$ cat config.mk
export PLATFORM = sky130hd
export DESIGN_NAME = enpc_flat
export DESIGN_NICKNAME = d
export VERILOG_FILES = /design/src/rtl/enpc_if.sv /design/src/rtl/enpc.sv /design/src/flat_wrapper.sv
export SDC_FILE = /design/constraint.sdc
export NUM_CORES = 1
export LEC_CHECK = 0
export ABC_AREA = 1
export BUFFER_PORTS_ARGS = -buffer_cell sky130_fd_sc_hd__buf_2
export CELL_PAD_IN_SITES_DETAIL_PLACEMENT = 0
export CELL_PAD_IN_SITES_GLOBAL_PLACEMENT = 1
export CORE_AREA = 2 2 39 41
export CTS_BUF_LIST = sky130_fd_sc_hd__clkbuf_8
export DETAILED_ROUTE_END_ITERATION = 16
export DIE_AREA = 0 0 41 43
export GPL_TIMING_DRIVEN = 1
export PLACE_DENSITY_LB_ADDON = 0.15
export SLEW_MARGIN = 20
export SYNTH_ARGS = -nofsm -noshare
export SYNTH_HDL_FRONTEND = slang
export SYNTH_SLANG_ARGS = --single-unit
export TNS_END_PERCENT = 50
$ cat constraint.sdc
create_clock -name i_clock -period 1.6 [get_ports i_clock]
set_input_delay 0.24 -clock i_clock [delete_from_list [all_inputs] [get_ports i_clock]]
set_output_delay 0.24 -clock i_clock [all_outputs]
set_load 0.005 [all_outputs]
$ cat src/rtl/enpc_if.sv
// Run-enable / PC-load-enable pair between the core sequencer and the PC register.
// The core (master) drives the run enable; enpc (slave) returns the PC load enable.
interface enpc_if;
  logic en;
  logic set_en;

  modport master (output en, input set_en);
  modport slave  (input en, output set_en);
endinterface

$ cat src/rtl/enpc.sv
// PC set-enable generator: steps each instruction through PHASES clock phases
// and flags the last phase so the PC register loads its next value.
module enpc #(
  parameter int PHASES = 5,
  parameter int PW     = (PHASES > 1) ? $clog2(PHASES) : 1
) (
  input  logic  i_clock,
  input  logic  i_reset_n,
  enpc_if.slave bus
);

  localparam logic [PW-1:0] LAST = PW'(PHASES - 1);

  if (PHASES < 1 || PHASES > 16) begin : g_bad_phases
    $error("enpc: PHASES must be within 1..16");
  end

  logic [PW-1:0] r_phase;
  logic          w_last;

  // Values above LAST are unreachable in normal operation; the >= folds them back to 0.
  always_ff @(posedge i_clock or negedge i_reset_n) begin
    if (!i_reset_n) begin
      r_phase <= '0;
    end else if (bus.en) begin
      r_phase <= (r_phase >= LAST) ? '0 : r_phase + PW'(1);
    end
  end

  assign w_last     = (r_phase == LAST);
  assign bus.set_en = i_reset_n & bus.en & w_last;

endmodule

$ cat src/flat_wrapper.sv
// flat-port wrapper written by rule: the top's interface ports become plain ports
module enpc_flat 
#(
  parameter int PHASES = 5,
  parameter int PW     = (PHASES > 1) ? $clog2(PHASES) : 1
)
  (i_clock, i_reset_n, bus_en, bus_set_en);
  enpc_if bus_i ();
  input  logic i_clock;
  input  logic i_reset_n;
  input wire logic [$bits(bus_i.en)-1:0] bus_en;
  output wire logic [$bits(bus_i.set_en)-1:0] bus_set_en;
  assign bus_i.en = bus_en;
  assign bus_set_en = bus_i.set_en;
  enpc #(.PHASES(PHASES), .PW(PW)) u_core (.i_clock(i_clock), .i_reset_n(i_reset_n), .bus(bus_i));
endmodule
* After elaboration in Yosys (flattened, before gate mapping)
Index checks and enable logic that the tools add are counted.
** Cells by class
- Bitwise logic cells :: 2
- $add $sub $neg :: 1
- Mux-type cells :: 1
- Eq/ne operators :: 1
- Order comparisons :: 1
** Operator list (count)
- 3-bit by 1-bit adder with 3-bit output, second input constant :: 1
- 3-bit equality test, second input constant :: 1
- 3-bit greater-or-equal comparator, second input constant :: 1
- 3-bit 2-to-1 mux :: 1
- 1-bit AND :: 2
** Storage, ports and cells
- Flip-flop bits (word level) :: 3
- Logic and storage cells :: 7

* Longest topological paths before layout
Gate-level depths: netlist of run 1.
- Depth in word-level cells :: 2
- Mapped depth :: 4
- Mapped depth without buffers :: 4

* Worst setup path after synthesis of run 1
OpenSTA, ideal clock, no wires.
- Path type :: register -> output
- From :: register u_core.r_phase[0]
- To :: output port bus_set_en
- Cell stages (with the launch flop) :: 5
- Data arrival time :: 731 ps
- Slack :: 629 ps
- Path buffers :: 0
- Cell sequence :: dfrtp_1 > inv_1 > ha_1 > nand2_1 > nor2_1
** Between the ends
- Cells in the longest elaborated chain, start to end :: 2
** RTL lines
- start: declaration :: line enpc.sv:18 : logic [PW-1:0] r_phase;
- start signal: assignment :: line enpc.sv:26 : r_phase <= (r_phase >= LAST) ? '0 : r_phase + PW'(1);
- 3-bit equality test :: line enpc.sv:30 : assign w_last = (r_phase == LAST);
- 1-bit AND :: line enpc.sv:31 : assign bus.set_en = i_reset_n & bus.en & w_last;
- end: declaration :: line flat_wrapper.sv:12 : output wire logic [$bits(bus_i.set_en)-1:0] bus_set_en;
Every way passes these cells.

* Worst setup path in the final report of run 1
- From :: input port i_reset_n
- To :: output port bus_set_en
** Between the ends
- Cells in the longest elaborated chain, start to end :: 2
** RTL lines
- start: declaration :: line flat_wrapper.sv:10 : input logic i_reset_n;
- 1-bit AND (2 in a row) :: line enpc.sv:31
Every way passes these cells.

==> results of run 1 <==
==> worst min-delay path, cell delays in order <==
cell and delay [ns]:
buf_2 0.13, nand2_1 0.06, nand2_1 0.05
==> worst min-delay path by stage <==
stage	start	endpoint	cells after the start
finish	bus_en	u_core.r_phase[0]$_DFFE_PN0P_	3
floorplan	i_reset_n	u_core.r_phase[0]$_DFFE_PN0P_	0
global route	bus_en	u_core.r_phase[0]$_DFFE_PN0P_	3
detailed placement	i_reset_n	u_core.r_phase[0]$_DFFE_PN0P_	1
CTS	bus_en	u_core.r_phase[0]$_DFFE_PN0P_	3
global placement	i_reset_n	u_core.r_phase[2]$_DFFE_PN0P_	1
==> layout by cell type (no fill, tap or decap) <==
cell	n
dlygate4sd3_1	1
inv_2	1
nand3_1	2
clkbuf_8	3
inv_1	4
dfrtp_1	3
nor2_1	2
ha_1	2
nand2_1	9
buf_2	3
==> cell type report <==
type,instances,area share [%]
multi-input combinational,15,29.8
sequential,3,29.3
clock buffer,3,16.1
timing repair buffer,4,9.76
tap,16,7.80
inverter,4,5.85
clock inverter,1,1.46
==> synthesized netlist by cell type, drive strengths merged <==
master  n  area (µm²)
nand3   2        10.0
nand2   9        33.8
ha      2        25.0
inv     4        15.0
nor2    2        7.51
dfrtp   3        75.1
==> cell families (layout without fill, tap and decap cells) <==
kind of cell / Yosys count / after routing / share of synthesized area, %
DFF: 3 / 3 / 45.1
buffers and inverters: 4 / 12 / 9.02
adders and majority gates: 2 / 2 / 15.0
and+or+nand+nor: 13 / 13 / 30.8
==> metrics by stage <==
step           std cells  hold WS, ns  total power, mW  setup slack [ns]
2_1_floorplan         22      -0.0556            0.192             0.629
3_5_place_dp          41       0.0480            0.219             0.520
5_1_grt               46        0.325            0.466             0.110
4_1_cts               46        0.303            0.438             0.192
3_3_place_gp          41       0.0511            0.222             0.523
6_report              46        0.303            0.427             0.216
==> metal layers <==
metal  vias up  GRT usage (%)
met5         -              0
met3         0           1.57
met4         0           8.00
met2         2           7.50
met1        68           6.11
li1         81              -
==> repair_timing <==
item,CTS,global route
hold endpoints to repair,3,0
setup buffers,0,0
hold buffers,1,0
==> power by group <==
| part | internal [mW] | switching (mW) |
|---|---|---|
| logic | 0.0372 | 0.0449 |
| clock network | 0.163 | 0.0480 |
| registers | 0.106 | 0.0286 |
==> flow_summary.json, run 1 <==
{
  "irDropWorstVdd_mv": 0.438,
  "diodes": 0,
  "max_stage_delay_ns": 0.52,
  "criticalPathCategory": "input port to output port",
  "synth_seq_cells": 3,
  "cp-start-kind": "input port",
  "critPathTopFamily": "buffers and inverters",
  "reg_top3": "u_core.r_phase x3",
  "r2r_cells": 4,
  "die_area_um2": 1760,
  "port_buffers": 3,
  "die_h_um": 43,
  "rows": 14,
  "yosysSeqAreaShare_pct": 45.1,
  "placed_cell_area_um2": 201,
  "first_iter_violations": 1,
  "syn2layout_area_growth_pct": 54.1,
  "antenna_found_initial": 0,
  "largest-register": "u_core.r_phase",
  "ys_types": 7,
  "fin_setup_tns_ns": 0,
  "crit_path_end_kind": "output port",
  "cts-root-buf": "clkbuf_8",
  "worst-path-stages": 5,
  "grt_pass1_vias": 152,
  "die_x_um": 41,
  "ys.warnings.count": 0,
  "ioPinCount": 4,
  "cap_viol_max_count": 0,
  "p_leak_nw": 0.143,
  "dr_wl_met2_um": 169,
  "cp_max_fo": 4,
  "setup.worst_path.end": "bus_set_en",
  "seqCellArea_um2": 75.1,
  "synth_area_um2": 166,
  "tightest_slew_ns": 0.136,
  "hold_viol": 0,
  "cts_buffers": 3,
  "largest_reg_flops": 3,
  "critPathRequiredTime_ns": 1.36,
  "hpwlAfterDp_um": 286,
  "fmax_ghz": 0.723,
  "r2r-end": "u_core.r_phase[1]$_DFFE_PN0P_",
  "drcViolationCount": 0,
  "clk_latency_ns": 0.21,
  "wl_met3_um": 13,
  "finalInstanceArea_um2": 256,
  "vias": 151,
  "wire_per_inst_um": 7.48,
  "slew_violations": 0,
  "synth_area_per_cell_um2": 7.56,
  "place.gp.congestion": 0.692,
  "routed_wl_um": 344,
  "period_needed_ns": 1.38,
  "postLayoutCoreUtil_pct": 18.5,
  "n_fill_cell": 160,
  "core_area_um2": 1380,
  "initial_core_util_pct": 12.0,
  "top_layer_used": "met3",
  "grt_max_degree": 6,
  "grt.total_usage_pct": 5.82,
  "syn_inst": 22,
  "path_common_cell": "buf_2",
  "cp_slowest_cell": "dlygate4sd3_1",
  "hold_path_class": "input port to register",
  "clock_skew_ns": 0.000858,
  "clockBufferDepth": 2,
  "crit_buf_inv": 3,
  "cp_cell_sequence": "dlygate4sd3_1, buf_2, nand2_1, nor2_1, buf_2",
  "tritoncts": "done",
  "startpoint": "i_reset_n",
  "setup_viol": 0,
  "clk_pin_slew_worst_paths_ns": 0.03,
  "cts_resized": 0,
  "drt-pass1-iter-count": 4,
  "outcome": "finished, final reports clean",
  "syn-num-nets": 27,
  "post_drt_via_cell_ratio": 3.28,
  "p_per_area_nw_per_um2": 1670,
  "drive_gt1_share_pct": 23.3,
  "multi_input_area_um2": 76.3,
  "rsz0062_at_grt": "false",
  "reg2reg_slack_ns": 0.63,
  "timing.rr.start": "u_core.r_phase[0]$_DFFE_PN0P_",
  "grt_pass1_wl_um": 627,
  "slew_headroom_pct": 90.9,
  "gr-total-overflow": 0,
  "min_period_over_period_pct": 86.5,
  "htreeDepth": 1,
  "wl_met1_um": 160,
  "nNetsFinal": 36,
  "drtAntennaViolNets": 0,
  "worstPathArrival_ns": 1.14,
  "cts_sinks": 3
}
Power figures use the tool's default switching activity.
==> run 2: changes to the inputs <==
- ABC_AREA: 1 -> unset
- TNS_END_PERCENT: 50 -> 20
==> run 2 against run 1 <==
  * Register-to-register slack improved by 0.02 ns
  * Sequential power decreased by 7%
  * Via count decreased by 18%
  * Non-clock buffer count unchanged
  * Cell area decreased by 3.4%
  * Hold slack got worse by 0.020 ns
  * Cell count decreased by 17%
  * Critical path depth decreased by 1
  * Die area unchanged
==> flow_summary.json, run 2 <==
{
  "grt_use_met2_pct": 6.88,
  "n_fill_cell": 159,
  "hpwlAfterDp_um": 236,
  "power.internal_uw": 305,
  "post_drt_via_cell_ratio": 3.26,
  "mostFrequentLayoutCells": "inv_1 (3), clkbuf_8 (3), buf_2 (3), dfrtp_1 (3)",
  "seqCellArea_um2": 75.1,
  "ys_top_cells_by_area": "dfrtp_1 (48%), ha_1 (16%), and4_2 (6.3%)",
  "fin_setup_tns_ns": 0,
  "p_leak_nw": 0.122,
  "rows": 14,
  "gr-total-overflow": 0,
  "cp_max_fo": 4,
  "met1_usage_pct": 4.21,
  "cts_sinks": 3,
  "busiest_layer": "met2",
  "crit_path_end_kind": "output port",
  "drive_gt1_share_pct": 31.8,
  "ys_types": 9,
  "switching_share_pct": 24.7,
  "ys.warnings.count": 0,
  "die_area_um2": 1760,
  "drt-pass1-iter-count": 4,
  "seqPwrFrac_pct": 30.8,
  "die_h_um": 43,
  "dpl_worst_slack_ns": 0.459,
  "hold_path_class": "input port to register",
  "timing.rr.start": "u_core.r_phase[0]$_DFFE_PN0P_",
  "multi_input_area_um2": 75.1,
  "power_switching_uw": 100,
  "clk_latency_ns": 0.21,
  "synth_area_leader_cell": "dfrtp_1",
  "syn_inst": 14,
  "rsz0062_at_grt": "false",
  "wire_per_inst_um": 7.84,
  "grt_use_met3_pct": 4.71,
  "port_buffers": 3,
  "min_period_over_period_pct": 94.0,
  "setup_viol": 0,
  "tightest_slew_ns": 0.147,
  "slew_violations": 0,
  "synth_ff_type": "dfrtp_1",
  "cts_buffers": 3,
  "clk_pin_slew_worst_paths_ns": 0.03,
  "synth.most_common_cell": "dfrtp_1",
  "yosysSeqAreaShare_pct": 47.6,
  "synth_seq_cells": 3,
  "die_x_um": 41,
  "whs_ns": 0.283,
  "r2r_cells": 4,
  "largest_reg_flops": 3,
  "clockBufferDepth": 2,
  "worstPathArrival_ns": 1.26,
  "clkPwrFrac_pct": 51.2,
  "p_comb_share_pct": 18.0,
  "grt_pass1_wl_um": 510,
  "drtAntennaViolNets": 0,
  "cap_viol_max_count": 0,
  "synth_enable_flop_cells": 0,
  "p_per_area_nw_per_um2": 1630,
  "criticalPathCategory": "input port to output port",
  "nNetsFinal": 28,
  "outcome": "finished, final reports clean",
  "cts-root-buf": "clkbuf_8",
  "place.gp.congestion": 0.597,
  "tritoncts": "done",
  "antenna_found_initial": 0,
  "routed_wl_um": 298,
  "cts_setup_buffers": 0,
  "irDropWorstVdd_mv": 0.265,
  "vias": 124,
  "critPathRequiredTime_ns": 1.36,
  "fmax_ghz": 0.665,
  "grt_max_degree": 8,
  "worst_slack_ns": 0.0954,
  "min_from": "bus_en",
  "min_to": "u_core.r_phase[2]$_DFFE_PN0P_",
  "reg2reg_slack_ns": 0.65,
  "slew_headroom_pct": 90.1,
  "reg_top3": "u_core.r_phase x3",
  "diodes": 0,
  "syn2layout_area_growth_pct": 57.1,
  "initial_core_util_pct": 11.4,
  "synth_area_per_cell_um2": 11.3,
  "hold_viol": 0,
  "netlist.area_leader.share_pct": 47.6,
  "r2r-end": "u_core.r_phase[1]$_DFFE_PN0P_",
  "cts_resized": 0,
  "cp-start-kind": "input port",
  "grt_pass1_vias": 133,
  "largest-register": "u_core.r_phase",
  "grt.total_usage_pct": 5.03,
  "syn-num-nets": 19,
  "clock_skew_ns": 0.0000343,
  "htreeDepth": 1,
  "period_needed_ns": 1.50,
  "ioPinCount": 4,
  "synth_common_cells": "dfrtp_1 (3), ha_1 (2), inv_1 (2), o21ai_0 (2)",
  "drcViolationCount": 0,
  "synth_area_um2": 158,
  "synth-async-reset-ratio_pct": 100,
  "holdPathStages": 2,
  "first_iter_violations": 1,
  "core_area_um2": 1380
}
[run 2: power groups by stage]
| stage | sequential (mW) | clock, mW | combinational, mW |
|---|---|---|---|
| 2_1_floorplan | 0.121 | 0 | 0.0541 |
| 3_3_place_gp | 0.126 | 0 | 0.0783 |
| 3_5_place_dp | 0.126 | 0 | 0.0732 |
| 4_1_cts | 0.126 | 0.214 | 0.0760 |
| 5_1_grt | 0.130 | 0.223 | 0.0941 |
| 6_report | 0.125 | 0.207 | 0.0729 |
[run 2: final cells by class]
cell class / instances / area share (%)
sequential: 3 / 30.3
clock inverter: 1 / 1.52
multi-input combinational: 9 / 30.3
timing repair buffer: 4 / 10.1
clock buffer: 3 / 16.7
inverter: 2 / 3.03
tap: 16 / 8.08
[run 2: worst max-delay path, cell delays in order]
cell and delay (ns):
dlygate4sd3_1 0.53, buf_2 0.15, and4_2 0.22, buf_2 0.12
[run 2: repair_timing]
action                     4_1_cts  5_1_grt
hold buffers                     1        0
setup endpoints to repair        0        0
hold endpoints to repair         3        0
[run 2: routing by layer]
| metal | up-vias | part of all wire [%] |
|---|---|---|
| met5 | - | 0 |
| met4 | 0 | 0 |
| met3 | 0 | 11 |
| met2 | 6 | 48 |
| met1 | 55 | 41 |
| li1 | 63 | - |
[run 2: logic make-up after synthesis]
group / synth area share, %
buffers and inverters: 4.76
multiplexers: 6.35
AND/OR/NAND/NOR: 19.0
flip-flops: 47.6
adder cells (fa/ha/maj): 15.9
AO/OA/AOI/OAI: 6.35
[run 2: per-stage QoR]
| step | std cells | utilization [%] | power, mW | cell area (µm²) |
|---|---|---|---|---|
| after floorplan | 14 | - | 0.175 | 158 |
| final | 38 | 17.9 | 0.405 | 248 |
| after global placement | 33 | 13.9 | 0.205 | 193 |
| after global routing | 38 | 17.9 | 0.448 | 248 |
| after CTS | 38 | 17.9 | 0.415 | 248 |
| after detailed placement | 33 | 13.9 | 0.199 | 193 |
[run 2: how the worst max path moves through the flow]
stage                                              from    endpoint  slack (ns)  depth (start not counted)
after floorplan           u_core.r_phase[0]$_DFFE_PN0P_  bus_set_en        0.60                          3
after global placement    u_core.r_phase[0]$_DFFE_PN0P_  bus_set_en        0.47                          4
after detailed placement  u_core.r_phase[0]$_DFFE_PN0P_  bus_set_en        0.46                          4
after CTS                                     i_reset_n  bus_set_en        0.09                          4
after global routing                          i_reset_n  bus_set_en        0.06                          4
final                                         i_reset_n  bus_set_en         0.1                          4
